--- src/rtl/lcu_cmp_pipe.sv ---
// Streaming wide comparator: per-slice equal/greater pairs merged by a
// registered RADIX-ary lookahead tree, with valid/ready flow control.
module lcu_cmp_pipe #(
    parameter int WIDTH     = 32,
    parameter int CHUNK     = 4,
    parameter int RADIX     = 2,
    parameter int TAG_WIDTH = 1
) (
    input  logic                 CLK,
    input  logic                 ARST,
    input  logic                 IN_VALID,
    output logic                 IN_READY,
    input  logic [WIDTH-1:0]     A,
    input  logic [WIDTH-1:0]     B,
    input  logic                 SIGNED,
    input  logic [2:0]           MODE,
    input  logic [TAG_WIDTH-1:0] TAG_IN,
    output logic                 OUT_VALID,
    input  logic                 OUT_READY,
    output logic                 Y,
    output logic [TAG_WIDTH-1:0] TAG_OUT
);

    localparam int NCHUNK = (WIDTH + CHUNK - 1) / CHUNK;

    function automatic int cnt_at(input int lvl);
        int n;
        n = NCHUNK;
        for (int i = 0; i < lvl; i++) n = (n + RADIX - 1) / RADIX;
        return n;
    endfunction

    function automatic int num_levels();
        int n;
        int l;
        n = NCHUNK;
        l = 0;
        for (int i = 0; i < WIDTH; i++) begin
            if (n > 1) begin
                n = (n + RADIX - 1) / RADIX;
                l++;
            end
        end
        return l;
    endfunction

    localparam int L = num_levels();

    logic en;
    assign en       = ~OUT_VALID | OUT_READY;
    assign IN_READY = en;

    // Biasing the sign bit turns a two's-complement compare into an unsigned one
    logic [WIDTH-1:0] flip;
    logic [WIDTH-1:0] a_x;
    logic [WIDTH-1:0] b_x;

    always_comb begin
        flip            = '0;
        flip[WIDTH-1]   = SIGNED;
    end

    assign a_x = A ^ flip;
    assign b_x = B ^ flip;

    logic [NCHUNK-1:0] p0_d;
    logic [NCHUNK-1:0] g0_d;

    for (genvar k = 0; k < NCHUNK; k++) begin : slice
        localparam int LO = k * CHUNK;
        localparam int W  = (LO + CHUNK > WIDTH) ? WIDTH - LO : CHUNK;
        assign p0_d[k] = (a_x[LO +: W] == b_x[LO +: W]);
        assign g0_d[k] = (a_x[LO +: W] >  b_x[LO +: W]);
    end

    logic [L:0]           vld_q;
    logic [2:0]           mode_q [L+1];
    logic [TAG_WIDTH-1:0] tag_q  [L+1];

    always_ff @(posedge CLK or posedge ARST) begin
        if (ARST) begin
            vld_q <= '0;
            for (int i = 0; i <= L; i++) begin
                mode_q[i] <= '0;
                tag_q[i]  <= '0;
            end
        end else if (en) begin
            vld_q[0] <= IN_VALID;
            if (IN_VALID) begin
                mode_q[0] <= MODE;
                tag_q[0]  <= TAG_IN;
            end
            for (int i = 1; i <= L; i++) begin
                vld_q[i]  <= vld_q[i-1];
                mode_q[i] <= mode_q[i-1];
                tag_q[i]  <= tag_q[i-1];
            end
        end
    end

    for (genvar l = 0; l <= L; l++) begin : lvl
        localparam int N = cnt_at(l);
        logic [N-1:0] p_d;
        logic [N-1:0] g_d;
        logic [N-1:0] p_q;
        logic [N-1:0] g_q;

        if (l == 0) begin : leaf
            assign p_d = p0_d;
            assign g_d = g0_d;
        end else begin : merge
            localparam int NP = cnt_at(l - 1);
            for (genvar j = 0; j < N; j++) begin : grp
                localparam int BASE = j * RADIX;
                localparam int GS   = (NP - BASE < RADIX) ? NP - BASE : RADIX;
                logic gg;
                logic pp;
                // Fold from the most significant member downwards
                always_comb begin
                    gg = lvl[l-1].g_q[BASE+GS-1];
                    pp = lvl[l-1].p_q[BASE+GS-1];
                    for (int m = GS - 2; m >= 0; m--) begin
                        gg = gg | (pp & lvl[l-1].g_q[BASE+m]);
                        pp = pp & lvl[l-1].p_q[BASE+m];
                    end
                end
                assign g_d[j] = gg;
                assign p_d[j] = pp;
            end
        end

        always_ff @(posedge CLK or posedge ARST) begin
            if (ARST) begin
                p_q <= '0;
                g_q <= '0;
            end else if (en && (l != 0 || IN_VALID)) begin
                p_q <= p_d;
                g_q <= g_d;
            end
        end
    end

    logic p_o;
    logic g_o;
    logic res;

    assign p_o = lvl[L].p_q[0];
    assign g_o = lvl[L].g_q[0];

    always_comb begin
        res = 1'b0;
        case (mode_q[L])
            3'd0:    res = ~g_o & ~p_o;
            3'd1:    res = ~g_o;
            3'd2:    res = g_o;
            3'd3:    res = g_o | p_o;
            3'd4:    res = p_o;
            3'd5:    res = ~p_o;
            default: res = 1'b0;
        endcase
    end

    assign OUT_VALID = vld_q[L];
    assign Y         = vld_q[L] & res;
    assign TAG_OUT   = tag_q[L];

endmodule

--- config.mk ---
export PLATFORM = sky130hd
export DESIGN_NAME = lcu_cmp_pipe
export DESIGN_NICKNAME = d
export VERILOG_FILES = /design/src/rtl/lcu_cmp_pipe.sv
export SDC_FILE = /design/constraint.sdc
export NUM_CORES = 1
export LEC_CHECK = 0
export BUFFER_PORTS_ARGS = -buffer_cell sky130_fd_sc_hd__clkbuf_2
export CORE_MARGIN = 2
export CORE_UTILIZATION = 40
export DETAILED_ROUTE_END_ITERATION = 10
export GPL_ROUTABILITY_DRIVEN = 0
export HOLD_SLACK_MARGIN = 0.05
export PLACE_DENSITY = 0.6
export SKIP_LAST_GASP = 1
export SYNTH_ARGS = -nofsm -noshare
export SYNTH_HDL_FRONTEND = slang
export SYNTH_SLANG_ARGS = --single-unit
export TNS_END_PERCENT = 5
--- constraint.sdc ---
create_clock -name CLK -period 3.3 [get_ports CLK]
set_input_delay 0.825 -clock CLK [delete_from_list [all_inputs] [get_ports CLK]]
set_output_delay 0.825 -clock CLK [all_outputs]
set_load 0.05 [all_outputs]
==> impl_metrics.toml <==
[worst_setup_path]
cp_common_cell = "clkbuf_2"
crit_type = "in -> out"
cp_data_arrival_time_ps = 1500
crit_chain = "clkbuf_2 > nor2b_4 > inv_6 > clkbuf_2"
cp_max_fo = 32
slowest_stage = "clkbuf_2"
required_ps = 2470
start_kind = "primary input"
end_kind = "primary output"
critPathMaxStageDelay_ps = 330

[drt]
routed_wl_um = 4912
vias = 2189
wl_per_cell_um = 10.77
drt-initial-drc-count = 71
dr.pass1.iters = 4
drtAntennaViolNets = 0
drcViolationCount = 0
viasPerCell = 4.800

[global_route]
grt_pass1_vias = 2124
grtUsageTotal_pct = 14.12
antenna_found_initial = 0
grt_max_degree = 51
grt_pass1_wl_um = 8694
grt-ovfl-total = 0

[floorplanning]
die_y_um = 87.50
fp.dieArea_sq_mm = 0.007656
core_sq_mm = 0.006756
rows = 30
top_level_ports = 77
die_x_um = 87.50
start_util_pct = 41.28

[sta]
rsz0062_at_grt = "no"
fin_skew_ps = 6.724
period_minus_slack_ps = 2327
hold_viol_final = 0
post-route-period-util_pct = 70.53
worst_slew_pin_slew_ps = 987.5
setup_viol = 0
clock.fmax_mhz = 429.6
maxSlewHeadroom_pct = 34.07
tns_ps = 0
slew_violations = 0

[clock_tree]
h-tree-depth = 2
cts.sinks = 50
clk_path_buf_depth = 2
cts_setup_buffers = 0
ctsResizeCount = 0
clk_pin_slew_ps = 80
cts_hold_buffers = 0
cts-buffers-inserted = 5
cts_tree = "yes"
root_buffer = "clkbuf_8"
clock_latency_ps = 300

[power]
leakage_nw = 1.955
p_int_mw = 1.265
peakVddDrop_uv = 189.5
combPwrFrac_pct = 30.9
p_total_mw = 1.918
clkPwrFrac_pct = 21.7
p_sw_share_pct = 34.01
p_seq_share_pct = 47.4
powerDensity_mw_per_mm2 = 579.0
p_sw_mw = 0.6522

[yosys]
synth_area_per_cell_sq_um = 9.266
ys_top_cells_by_area = "dfrtp_1 45%, ha_1 14%, nand2_1 10%"
yosys.area.top_type = "dfrtp_1"
yosysWarnings = 0
synth_top_cell_area_share_pct = 44.86
ys_seq_area_share_pct = 44.86
syn_nets = 406
ys_ff_latch = 50
yosysUniqueCellTypes = 25
netlist_area_sq_mm = 0.002789
syn-instance-count = 301

[final_layout]
n_antenna_cell = 0
syn2layout_area_growth_pct = 18.75
layout.cell_area.non_filler_sq_mm = 0.003312
layout-drive-gt1-share_pct = 24.73
multi_input_area_sq_mm = 0.001328
final_util_pct = 49.02
nNetsFinal = 480
nFillCells = 677
register_area_sq_mm = 0.001251

[place]
place_area_sq_mm = 0.003203
port_buffers = 76
hpwl_um = 3806

[job]
max_cap_viol_count = 0

[worst_hold_path]
hold_class = "reg -> reg"

[outcome]
outcome = "finished clean"
-- sequential cells by signal, summed over array words and instances, names as in the netlist --
register,cells
lvl.p_q,15
lvl.g_q,14
mode_q,12
vld_q,4
tag_q,3
TAG_OUT,1
g_o,1
-- placed cells by master (no fill, tap or decap), types with 8 or more instances in the layout --
cell	Yosys	final
a21oi_1	10	10
a22o_1	8	8
and3_1	8	8
clkbuf_2	0	76
dfrtp_1	50	50
ha_1	32	32
inv_1	34	33
nand2_1	75	75
nand3_1	15	15
nand4_1	8	8
o21ai_0	11	11
-- Yosys cell counts --
| master | n |
|---|---|
| xnor2_1 | 1 |
| nand4_1 | 8 |
| a21boi_0 | 1 |
| nand2_1 | 75 |
| a21oi_1 | 10 |
| a22o_1 | 8 |
| nor2_1 | 7 |
| dfrtp_1 | 50 |
| inv_1 | 34 |
| and3_1 | 8 |
| mux2_4 | 4 |
| nor2b_4 | 1 |
| nand2_2 | 1 |
| inv_6 | 1 |
| ha_1 | 32 |
| buf_6 | 4 |
| clkbuf_1 | 1 |
| buf_2 | 5 |
| a21o_1 | 7 |
| a211o_1 | 7 |
| o21ai_0 | 11 |
| nand2b_1 | 1 |
| o21ai_1 | 7 |
| nand3_1 | 15 |
| xor2_1 | 2 |
-- critical path: cells and delay by family --
| family | cells | cell delay, ps |
|---|---|---|
| AND/OR/NAND/NOR | 1 | 50 |
| buffers and inverters | 3 | 620 |
-- routing by layer --
metal  part of all wire (%)  track usage (%)
met5                      0                0
met4                    1.2            3.776
met3                    3.7            3.128
met2                     49            24.66
met1                     46            17.64
-- power by group through the flow --
stage	sequential, mW	clock [mW]	combinational, mW
after CTS	0.911	0.428	0.608
after detailed placement	0.923	0	0.606
after floorplan	0.934	0	0.452
final	0.909	0.415	0.594
after global routing	0.934	0.454	0.683
after global placement	0.915	0	0.590
-- per-stage QoR --
stage | setup WS, ps | cells | hold slack (ps)
2_1_floorplan | 645.3 | 301 | 430.0
3_3_place_gp | 969.5 | 448 | 442.5
3_5_place_dp | 963.3 | 448 | 453.0
4_1_cts | 961.8 | 456 | 474.3
5_1_grt | 929.3 | 456 | 492.0
6_report | 972.5 | 456 | 468.8
-- final timing paths --
kind,start,end,slack (ps),depth (start not counted)
min,TAG_OUT,TAG_OUT,470,2
max reg2reg,vld_q[3],mode_q[11],1650,4
min reg2reg,TAG_OUT,TAG_OUT,470,2
max,OUT_READY,IN_READY,970,4
min in group asynchronous,ARST,lvl[0].g_q[0],730,2
max in group asynchronous,ARST,mode_q[8],1950,2
-- kinds of logic after synthesis --
kind of cell / share of synthesized area [%]
adder cells (fa/ha/maj): 14.36
XOR/XNOR: 0.9423
flip-flops: 44.86
AO/OA/AOI/OAI: 11.89
AND/OR/NAND/NOR: 18.26
multiplexers: 2.154
buffers and inverters: 7.537
-- area by class of cell --
cell class                      count  area share [%]
Clock buffer                        5           2.078
Clock inverter                      3           1.209
Inverter                           35           4.118
Multi-Input combinational cell    206           40.08
Sequential cell                    50           37.78
Tap cell                           80           3.022
Timing Repair Buffer               77           11.71
Power figures use the tool's default switching activity.
